## config.mk

```make
export PLATFORM = sky130hd
export DESIGN_NAME = gps_ack_peak_flat
export DESIGN_NICKNAME = d
export VERILOG_FILES = /design/src/rtl/gps_ack_peak_if.sv /design/src/rtl/gps_ack_peak.sv /design/src/flat_wrapper.sv
export SDC_FILE = /design/constraint.sdc
export NUM_CORES = 1
export LEC_CHECK = 0
export BUFFER_PORTS_ARGS = -buffer_cell sky130_fd_sc_hd__buf_4
export CORE_UTILIZATION = 50
export DETAILED_ROUTE_END_ITERATION = 8
export PLACE_DENSITY = 0.7
export SLEW_MARGIN = 20
export SYNTH_ARGS = -nofsm -noshare
export SYNTH_HDL_FRONTEND = slang
export SYNTH_SLANG_ARGS = --single-unit
export TNS_END_PERCENT = 100
```

## constraint.sdc

```tcl
create_clock -name clk -period 2.85 [get_ports clk]
set_input_delay 0.285 -clock clk [delete_from_list [all_inputs] [get_ports clk]]
set_output_delay 0.285 -clock clk [all_outputs]
set_load 0.1 [all_outputs]
```

## src/rtl/gps_ack_peak_if.sv

```systemverilog
// gps_ack_peak_if: per-lane result beat stream from the peak tracker to the acquisition controller
interface gps_ack_peak_if;
    logic        res_valid;
    logic        res_ready;
    logic [1:0]  res_lane;
    logic [5:0]  res_sat;
    logic [11:0] res_peak;
    logic [9:0]  res_phase;
    logic [11:0] res_second;
    logic        res_detect;
    logic        res_err;

    modport master (
        output res_valid,
        output res_lane,
        output res_sat,
        output res_peak,
        output res_phase,
        output res_second,
        output res_detect,
        output res_err,
        input  res_ready
    );

    modport slave (
        input  res_valid,
        input  res_lane,
        input  res_sat,
        input  res_peak,
        input  res_phase,
        input  res_second,
        input  res_detect,
        input  res_err,
        output res_ready
    );
endinterface

```

## src/rtl/gps_ack_peak.sv

```systemverilog
// gps_ack_peak: tracks per-lane peak and runner-up over a code-phase sweep and reports them lane by lane
module gps_ack_peak #(
    parameter int NUM_PHASES  = 1023,
    parameter int RATIO_SHIFT = 1
) (
    input  logic           clk,
    input  logic           rst,
    input  logic           corr_complete,
    input  logic [9:0]     code_phase,
    input  logic [5:0]     sat0,
    input  logic [5:0]     sat1,
    input  logic [5:0]     sat2,
    input  logic [5:0]     sat3,
    input  logic [11:0]    integrator_0,
    input  logic [11:0]    integrator_1,
    input  logic [11:0]    integrator_2,
    input  logic [11:0]    integrator_3,
    gps_ack_peak_if.master res,
    output logic           busy,
    output logic           overrun
);
    localparam logic [9:0] LAST_PH = 10'(NUM_PHASES - 1);

    typedef enum logic [1:0] {IDLE, SNAP, REPORT} state_t;

    state_t      state;
    state_t      state_n;
    logic [5:0]  sat_in [4];
    logic [11:0] mag_in [4];
    logic [11:0] best [4];
    logic [11:0] second [4];
    logic [9:0]  best_ph [4];
    logic [5:0]  sat [4];
    logic [3:0]  err;
    logic [3:0]  det;
    logic        active;
    logic        end_pend;
    logic [9:0]  exp_ph;
    logic [11:0] s_best [4];
    logic [11:0] s_second [4];
    logic [9:0]  s_ph [4];
    logic [5:0]  s_sat [4];
    logic [3:0]  s_det;
    logic [3:0]  s_err;
    logic [1:0]  idx;
    logic        start;
    logic        step;
    logic        last;
    logic        hs;
    logic        valid;

    assign sat_in[0] = sat0;
    assign sat_in[1] = sat1;
    assign sat_in[2] = sat2;
    assign sat_in[3] = sat3;
    assign mag_in[0] = integrator_0;
    assign mag_in[1] = integrator_1;
    assign mag_in[2] = integrator_2;
    assign mag_in[3] = integrator_3;

    assign start = corr_complete && code_phase == '0;
    assign step  = corr_complete && code_phase != '0 && active;
    assign last  = step && code_phase == LAST_PH;
    assign valid = state == REPORT;
    assign hs    = valid && res.res_ready;

    // sweep tracking: phase 0 opens a sweep, the final phase closes it, every step resyncs the expected phase
    always_ff @(posedge clk or negedge rst) begin
        if (!rst) begin
            active <= 1'b0;
            exp_ph <= '0;
        end else if (start) begin
            active <= 1'b1;
            exp_ph <= 10'd1;
        end else if (step) begin
            exp_ph <= code_phase + 10'd1;
            if (last) active <= 1'b0;
        end
    end

    // lane accumulators: keep best/second with strict compares so the earliest phase wins ties
    always_ff @(posedge clk or negedge rst) begin
        if (!rst) begin
            best    <= '{default: '0};
            second  <= '{default: '0};
            best_ph <= '{default: '0};
            sat     <= '{default: '0};
            err     <= '0;
        end else if (start) begin
            for (int i = 0; i < 4; i++) begin
                sat[i]     <= sat_in[i];
                best[i]    <= mag_in[i];
                best_ph[i] <= '0;
                second[i]  <= '0;
                err[i]     <= active;
            end
        end else if (step) begin
            for (int i = 0; i < 4; i++) begin
                if (code_phase != exp_ph) err[i] <= 1'b1;
                if (mag_in[i] > best[i]) begin
                    second[i]  <= best[i];
                    best[i]    <= mag_in[i];
                    best_ph[i] <= code_phase;
                end else if (mag_in[i] > second[i]) begin
                    second[i] <= mag_in[i];
                end
            end
        end
    end

    // ratio test in 13 bits so second plus its scaled copy cannot wrap
    always_comb begin
        det = '0;
        for (int i = 0; i < 4; i++)
            det[i] = {1'b0, best[i]} > ({1'b0, second[i]} + 13'(second[i] >> RATIO_SHIFT));
    end

    // sweep-end handoff: a sweep ending while a report is in flight is dropped and flagged
    always_ff @(posedge clk or negedge rst) begin
        if (!rst) begin
            end_pend <= 1'b0;
            overrun  <= 1'b0;
        end else begin
            if (valid && end_pend) overrun <= 1'b1;
            end_pend <= last ? 1'b1 : (state != IDLE ? 1'b0 : end_pend);
        end
    end

    // report FSM state register
    always_ff @(posedge clk or negedge rst) begin
        if (!rst) state <= IDLE;
        else      state <= state_n;
    end

    // report FSM next state: one snapshot cycle, then four lane beats
    always_comb begin
        state_n = state;
        if (state == IDLE && end_pend)  state_n = SNAP;
        else if (state == SNAP)         state_n = REPORT;
        else if (hs && idx == 2'd3)     state_n = IDLE;
    end

    // snapshot capture and beat index; lane registers keep accumulating underneath
    always_ff @(posedge clk or negedge rst) begin
        if (!rst) begin
            s_best   <= '{default: '0};
            s_second <= '{default: '0};
            s_ph     <= '{default: '0};
            s_sat    <= '{default: '0};
            s_det    <= '0;
            s_err    <= '0;
            idx      <= '0;
        end else if (state == SNAP) begin
            s_best   <= best;
            s_second <= second;
            s_ph     <= best_ph;
            s_sat    <= sat;
            s_det    <= det;
            s_err    <= err;
            idx      <= '0;
        end else if (hs) begin
            idx <= idx + 2'd1;
        end
    end

    assign res.res_valid  = valid;
    assign res.res_lane   = valid ? idx : '0;
    assign res.res_sat    = valid ? s_sat[idx] : '0;
    assign res.res_peak   = valid ? s_best[idx] : '0;
    assign res.res_phase  = valid ? s_ph[idx] : '0;
    assign res.res_second = valid ? s_second[idx] : '0;
    assign res.res_detect = valid && s_det[idx];
    assign res.res_err    = valid && s_err[idx];
    assign busy           = state != IDLE;
endmodule

```

## src/flat_wrapper.sv

```systemverilog
// flat-port wrapper written by rule: the top's interface ports become plain ports
module gps_ack_peak_flat 
#(
    parameter int NUM_PHASES  = 1023,
    parameter int RATIO_SHIFT = 1
)
  (clk, rst, corr_complete, code_phase, sat0, sat1, sat2, sat3, integrator_0, integrator_1, integrator_2, integrator_3, busy, overrun, res_res_valid, res_res_lane, res_res_sat, res_res_peak, res_res_phase, res_res_second, res_res_detect, res_res_err, res_res_ready);
  gps_ack_peak_if res_i ();
  input  logic clk;
  input  logic rst;
  input  logic corr_complete;
  input  logic [9:0] code_phase;
  input  logic [5:0] sat0;
  input  logic [5:0] sat1;
  input  logic [5:0] sat2;
  input  logic [5:0] sat3;
  input  logic [11:0] integrator_0;
  input  logic [11:0] integrator_1;
  input  logic [11:0] integrator_2;
  input  logic [11:0] integrator_3;
  output logic busy;
  output logic overrun;
  output wire logic [$bits(res_i.res_valid)-1:0] res_res_valid;
  output wire logic [$bits(res_i.res_lane)-1:0] res_res_lane;
  output wire logic [$bits(res_i.res_sat)-1:0] res_res_sat;
  output wire logic [$bits(res_i.res_peak)-1:0] res_res_peak;
  output wire logic [$bits(res_i.res_phase)-1:0] res_res_phase;
  output wire logic [$bits(res_i.res_second)-1:0] res_res_second;
  output wire logic [$bits(res_i.res_detect)-1:0] res_res_detect;
  output wire logic [$bits(res_i.res_err)-1:0] res_res_err;
  input wire logic [$bits(res_i.res_ready)-1:0] res_res_ready;
  assign res_res_valid = res_i.res_valid;
  assign res_res_lane = res_i.res_lane;
  assign res_res_sat = res_i.res_sat;
  assign res_res_peak = res_i.res_peak;
  assign res_res_phase = res_i.res_phase;
  assign res_res_second = res_i.res_second;
  assign res_res_detect = res_i.res_detect;
  assign res_res_err = res_i.res_err;
  assign res_i.res_ready = res_res_ready;
  gps_ack_peak #(.NUM_PHASES(NUM_PHASES), .RATIO_SHIFT(RATIO_SHIFT)) u_core (.clk(clk), .rst(rst), .corr_complete(corr_complete), .code_phase(code_phase), .sat0(sat0), .sat1(sat1), .sat2(sat2), .sat3(sat3), .integrator_0(integrator_0), .integrator_1(integrator_1), .integrator_2(integrator_2), .integrator_3(integrator_3), .res(res_i), .busy(busy), .overrun(overrun));
endmodule
```

==> results of run 1 <==
## synth_stat cells, types with 13 or more instances
cell type,number
a211oi_1,13
a21o_1,16
a21oi_1,56
a32oi_1,48
and2_1,45
buf_1,13
buf_2,13
clkbuf_1,84
dfrtp_1,343
ha_1,196
inv_1,123
mux2_2,78
mux2_4,20
mux4_2,41
nand2_1,452
nand2b_1,18
nand3_1,72
nand4_1,79
nor2_1,49
nor2b_1,22
nor3_1,17
o21ai_0,169
o311ai_0,24
xnor2_1,26
xor2_1,30
## power by group
part           internal (W)  switching [W]  total (W)
registers           0.00522       0.000388    0.00560
logic               0.00212        0.00262    0.00474
clock network       0.00321        0.00219    0.00540
total                0.0105        0.00521     0.0158
## layout make-up
class                           count  area (µm²)  area share, %
Clock inverter                     21         254          0.984
Antenna cell                        1        2.50        0.00970
Inverter                          123         462           1.79
Clock buffer                       53        1140           4.42
Timing Repair Buffer              347        2860           11.1
Sequential cell                   343        8590           33.3
Multi-Input combinational cell   1595       11800           45.8
Tap cell                          532         666           2.58
## metal layers
layer  share of wire (%)  wire length, µm  track usage (%)
met5                   0                0                0
met1                  44            27200             40.0
met3                 6.3             3950             4.45
met4                 4.0             2500             12.6
met2                  46            28800             46.6
## cells in the final DEF (no fill, tap or decap), types with 8 or more instances in the layout
cell type      instances
o311ai_0              24
nor3_1                13
clkbuf_8               9
nor2b_1               18
buf_12                10
o21ai_0              152
nand4_1               79
mux2_4                20
nand2_1              451
xor2_1                30
mux2_2                78
mux2i_1               12
ha_1                 189
clkbuf_16             40
a211oi_1              11
inv_1                120
dlygate4sd3_1         47
a21oi_1               49
mux2_1                10
a32oi_1               48
xnor2_1               26
a21o_1                16
o21ai_2                8
mux4_2                41
nand2b_1              17
o21ai_1                9
dfrtp_1              341
and2_1                45
nand3_1               72
nor2_1                46
buf_4                287
and4_1                 8
## registers in the layout, summed over array words and instances, names as in the netlist
name	flops
u_core.best_ph	40
u_core.s_err	1
u_core.state	2
u_core.exp_ph	10
u_core.s_sat	24
u_core.best	48
u_core.err	1
u_core.active	1
u_core.idx	2
u_core.sat	24
u_core.overrun	1
u_core.s_ph	40
u_core.s_second	48
u_core.end_pend	1
u_core.second	48
u_core.s_det	4
u_core.s_best	48
## worst max path at each step
stage / from / slack (ps) / cells past startpoint / to
final: u_core.second[13]$_DFFE_PN0P_ / -180 / 18 / u_core.s_det[2]$_DFFE_PN0P_
after global routing: u_core.second[37]$_DFFE_PN0P_ / -440 / 16 / u_core.s_det[0]$_DFFE_PN0P_
after CTS: u_core.second[37]$_DFFE_PN0P_ / -140 / 13 / u_core.s_det[0]$_DFFE_PN0P_
after detailed placement: u_core.second[1]$_DFFE_PN0P_ / -310 / 13 / u_core.s_det[3]$_DFFE_PN0P_
after global placement: u_core.second[1]$_DFFE_PN0P_ / -170 / 13 / u_core.s_det[3]$_DFFE_PN0P_
after floorplan: u_core.second[0]$_DFFE_PN0P_ / 5 / 13 / u_core.s_det[3]$_DFFE_PN0P_
## metrics by stage
| stage | area (µm²) | total power, W | instances | worst slack, ps |
|---|---|---|---|---|
| 5_1_grt | 25800 | 0.0165 | 3014 | -436 |
| 4_1_cts | 25600 | 0.0156 | 3005 | -141 |
| 3_5_place_dp | 23500 | 0.0101 | 2872 | -309 |
| 3_3_place_gp | 23500 | 0.00988 | 2872 | -173 |
| 6_report | 25800 | 0.0158 | 3015 | -182 |
| 2_1_floorplan | 21100 | 0.00842 | 2181 | 5.33 |
## cell families after synthesis
family | share of synthesized area (%)
AND/OR/NAND/NOR | 17.0
AO/OA/AOI/OAI | 12.2
flip-flops | 40.7
buffers and inverters | 4.70
adder cells (fa/ha/maj) | 12.0
multiplexers | 11.1
XOR/XNOR | 2.32
## repair_timing
| item | CTS | global route |
|---|---|---|
| pin swaps | 33 | 38 |
| endpoints found under the setup margin | 8 | 23 |
| buffers inserted | 12 | 9 |
| hold endpoints to repair | 133 | 0 |
| hold buffers | 47 | 0 |
| resized for setup | 41 | 31 |
==> run_results.csv, run 1 <==
group,metric,value,unit
outcome,status,"finished, violations left",
outcome,violations,"setup timing",
hold_path,hold_depth,2,
routing,antenna_left,0,
floorplan,dieHeight,207,µm
synth,synth_top_cell_by_area,"dfrtp_1",
timing,finClkSkew,14.4,ps
setup_path,start_kind,"flop",
setup_path,r2r_start,"u_core.second[13]$_DFFE_PN0P_",
global_route,grt_max_degree,91,
global_route,grt_util_all_layers,29.3,%
synth,synth_edf_count,0,
cts,cts_tree,"yes",
hold_path,min_from,"integrator_2[5]",
timing,max-slew-margin-rel,43.7,%
synth,async_flop_share,100,%
routing,via_per_inst,5.97,
timing,hold_slack,20.3,ps
timing,setup_viol,4,
setup_path,path_class,"reg2reg",
setup_path,crit_family,"adder cells",
cts,cts-root-buf,"clkbuf_16",
timing,fin_crit_sh,106,%
synth,syn-cell-area,21100,µm²
run,drv_cap,0,
place,place.port_buffers,132,
timing,fmax,0.330,GHz
setup_path,cpMaxStageDelayCell,"dfrtp_1",
cts,clk_pin_slew,60,ps
synth,synth.avg_cell_area,9.68,µm²
setup_path,crit_top_cell,"buf_4",
routing,drt-initial-drc-count,1660,
timing,rsz0062_at_grt,"yes",
setup_path,cp.required,3350,ps
cts,cts_buffer_depth,3,
place,gp_congestion,0.959,
layout,drive_gt1_share,23.4,%
floorplan,core_area,41200,µm²
hold_path,hp-class,"in2reg",
setup_path,reg2regPathDepth,18,
power_and_ir_drop,p_leak,12.5,nW
global_route,antenna_found_initial,1,
power_and_ir_drop,p_per_area,611,nW/µm²
cts,cts.sinks,343,
timing,tightest_slew,844,ps
synth,yosysWarnings,0,
setup_path,path_cells,"ha_2, inv_1, fa_1, nor2b_1, o21ai_1, a21oi_2, buf_4, buf_4, buf_4, o21ai_0, nand2b_1, xnor2_1, ha_1, nand4_1, nor3_1, nor4_1, o21ai_1, a2bb2oi_1",
floorplan,die_width,207,µm
synth,netlist_top_cells_area,"dfrtp_1 41%, ha_1 12%, nand2_1 8.0%",
synth,ys.flop_type,"dfrtp_1",
timing,period_minus_slack,3030,ps
hold_path,hold_end,"u_core.best[17]$_DFFE_PN0P_",
routing,num_vias,18000,
floorplan,die-area,43000,µm²
cts,cts_made_buffers,40,
setup_path,r2r-end,"u_core.s_det[2]$_DFFE_PN0P_",
layout,area_growth,22.3,%
timing,hold_viol_final,0,
global_route,grt_pass1_wl,100000,µm
routing,wl,62500,µm
setup_path,critPathMaxFanout,4,
setup_path,endpoint_kind,"flop",
setup_path,critPathArrivalTime,3540,ps
timing,setup_ws,-182,ps
cts,insertion_delay,580,ps
setup_path,max_stage_delay,400,ps
floorplan,initial_utilization,51.2,%
synth,synthDistinctLibCells,59,
setup_path,r2r_slack,-180,ps
setup_path,crit_buf_inv,4,
timing,slew_violations,0,
routing,drc,0,
cts,h-tree-depth,2,
floorplan,io_pins,133,
global_route,grt.overflow.total,0,
routing,dr.pass1.iters,6,
place,place_hpwl,45400,µm
synth,synth-seq-cells,343,
synth,syn_nets,2467,
power_and_ir_drop,ir_drop,0.471,mV
layout,utilization,62.6,%
timing,tns,-592,ps
global_route,grt_pass1_vias,18200,
synth,synth_cells,2181,
routing,wl_per_cell,20.7,µm
layout,fin_nets,2736,
layout,num-fill-cells,3262,
synth,yosys.area.top_type_share,40.7,%
synth,synth-seq-area-share,40.7,%
floorplan,rows,74,
Note: power is estimated with default switching activity, not from simulation.
==> run 2, diff against run 1 <==
--- a/config.mk
+++ b/config.mk
@@ -9,6 +9,7 @@
 export CORE_UTILIZATION = 50
 export DETAILED_ROUTE_END_ITERATION = 8
 export PLACE_DENSITY = 0.7
+export SKIP_LAST_GASP = 1
 export SLEW_MARGIN = 20
 export SYNTH_ARGS = -nofsm -noshare
 export SYNTH_HDL_FRONTEND = slang
==> run_results.csv, run 2 (synthesized netlist as in run 1, its figures left out) <==
group,metric,value,unit
outcome,status,"finished, violations left",
outcome,violations,"setup timing",
cts,cts.sinks,343,
layout,area_growth,22.3,%
setup_path,start_kind,"flop",
timing,tns,-614,ps
timing,rsz0062_at_grt,"yes",
setup_path,r2r_slack,-190,ps
timing,hold_slack,14.4,ps
floorplan,io_pins,133,
routing,wl_per_cell,20.7,µm
layout,postLayoutCellArea,25800,µm²
cts,cts_made_buffers,40,
global_route,grt_max_degree,91,
setup_path,endpoint_kind,"flop",
place,place_hpwl,45400,µm
floorplan,dieHeight,207,µm
timing,period_minus_slack,3040,ps
setup_path,r2r_start,"u_core.second[1]$_DFFE_PN0P_",
timing,finClkSkew,15.8,ps
hold_path,hold_end,"u_core.best[2]$_DFFE_PN0P_",
global_route,grt_pass1_vias,18200,
setup_path,cp.required,3310,ps
routing,drc,0,
timing,fmax,0.328,GHz
setup_path,reg2regPathDepth,13,
timing,max-slew-margin-rel,43.1,%
global_route,antenna_found_initial,1,
layout,register_area,8590,µm²
routing,dr.pass1.iters,6,
timing,hold_viol_final,0,
timing,slew_violations,0,
layout,stdcell_count,3015,
routing,wl,62400,µm
place,place.port_buffers,132,
power_and_ir_drop,ir_drop,0.469,mV
cts,h-tree-depth,2,
layout,layout_commonest_cell,"nand2_1",
layout,multiInputGateArea,11800,µm²
hold_path,min_from,"integrator_3[2]",
setup_path,critPathMaxFanout,4,
setup_path,r2r-end,"u_core.s_det[3]$_DFFE_PN0P_",
power_and_ir_drop,finalPower,0.0157,W
hold_path,hold_depth,2,
power_and_ir_drop,p_leak,12.5,nW
floorplan,initial_utilization,51.2,%
floorplan,die-area,43000,µm²
cts,insertion_delay,580,ps
routing,antenna_left,0,
place,gp_congestion,0.959,
setup_path,path_class,"reg2reg",
floorplan,core_area,41200,µm²
run,drv_cap,0,
layout,fin_nets,2736,
routing,num_vias,18000,
cts,cts-root-buf,"clkbuf_16",
routing,via_per_inst,5.98,
cts,cts_tree,"yes",
layout,mostFrequentLayoutCells,"451 x nand2_1, 341 x dfrtp_1, 287 x buf_4, 189 x ha_1, 152 x o21ai_0",
place,placed_cell_area,23500,µm²
global_route,grt_pass1_wl,100000,µm
timing,setup_viol,4,
floorplan,rows,74,
power_and_ir_drop,p_per_area,610,nW/µm²
timing,fin_crit_sh,107,%
timing,setup_ws,-194,ps
timing,tightest_slew,853,ps
global_route,grt.overflow.total,0,
layout,num-fill-cells,3262,
place,dp_cells,2872,
routing,drt-initial-drc-count,1629,
hold_path,hp-class,"in2reg",
global_route,grt_util_all_layers,29.3,%
cts,cts_buffer_depth,3,
floorplan,die_width,207,µm
setup_path,critPathArrivalTime,3510,ps
layout,drive_gt1_share,23.4,%
cts,clk_pin_slew,60,ps
==> run 2: cell counts in the layout (fill, tap and decap cells not counted) <==
Identical to the previous run, type by type.
==> run 2: critical path, cell delays in order (launching register included) <==
cell and delay (ps):
dfrtp_1 400, ha_2 220, buf_4 110, a21o_1 170, a211oi_2 100, o21ai_1 220
nand2_1 130, o41ai_2 410, xnor2_1 150, ha_1 360, nand4_1 140, nor3_2 210
nor3_1 70, a32o_1 240
==> run 2: worst max path at each step <==
stage | slack (ps) | start | endpoint | cells past startpoint
after CTS | -140 | u_core.second[37]$_DFFE_PN0P_ | u_core.s_det[0]$_DFFE_PN0P_ | 13
after detailed placement | -310 | u_core.second[1]$_DFFE_PN0P_ | u_core.s_det[3]$_DFFE_PN0P_ | 13
final | -190 | u_core.second[1]$_DFFE_PN0P_ | u_core.s_det[3]$_DFFE_PN0P_ | 13
after floorplan | 5 | u_core.second[0]$_DFFE_PN0P_ | u_core.s_det[3]$_DFFE_PN0P_ | 13
after global routing | -440 | u_core.second[37]$_DFFE_PN0P_ | u_core.s_det[0]$_DFFE_PN0P_ | 16
after global placement | -170 | u_core.second[1]$_DFFE_PN0P_ | u_core.s_det[3]$_DFFE_PN0P_ | 13
==> run 2: area by class of cell <==
type	instances	area share, %
antenna	1	0.00970
clock buffer	53	4.42
clock inverter	21	0.984
inverter	123	1.79
multi-input combinational	1595	45.8
sequential	343	33.3
tap	532	2.58
timing repair buffer	347	11.1
==> run 2: power breakdown <==
group | total (W) | switching (W) | internal, W | leakage, nW
clock | 0.00541 | 0.00220 | 0.00321 | 0.673
sequential | 0.00560 | 0.000387 | 0.00522 | 4.73
combinational | 0.00474 | 0.00262 | 0.00212 | 7.10
==> run 2: per-stage QoR <==
step,utilization [%],setup slack (ps)
3_5_place_dp,57.0,-309
5_1_grt,62.6,-436
6_report,62.6,-194
2_1_floorplan,-,5.33
4_1_cts,62.1,-141
3_3_place_gp,57.0,-173
==> run 2: timing repair <==
action,CTS,global route
endpoints found under the hold margin,133,0
buffers inserted,12,9
pin swaps,33,37
endpoints found under the setup margin,8,23
hold buffers,47,0
gates resized for setup,41,31
==> run 2: per-layer routing <==
layer	routed length [µm]	vias to the layer above	GRT usage [%]	part of all wire [%]
li1	-	8305	-	-
met1	26900	8879	40.0	43
met2	28700	684	46.6	46
met3	4250	153	4.45	6.8
met4	2580	0	12.6	4.1
met5	0	-	0	0
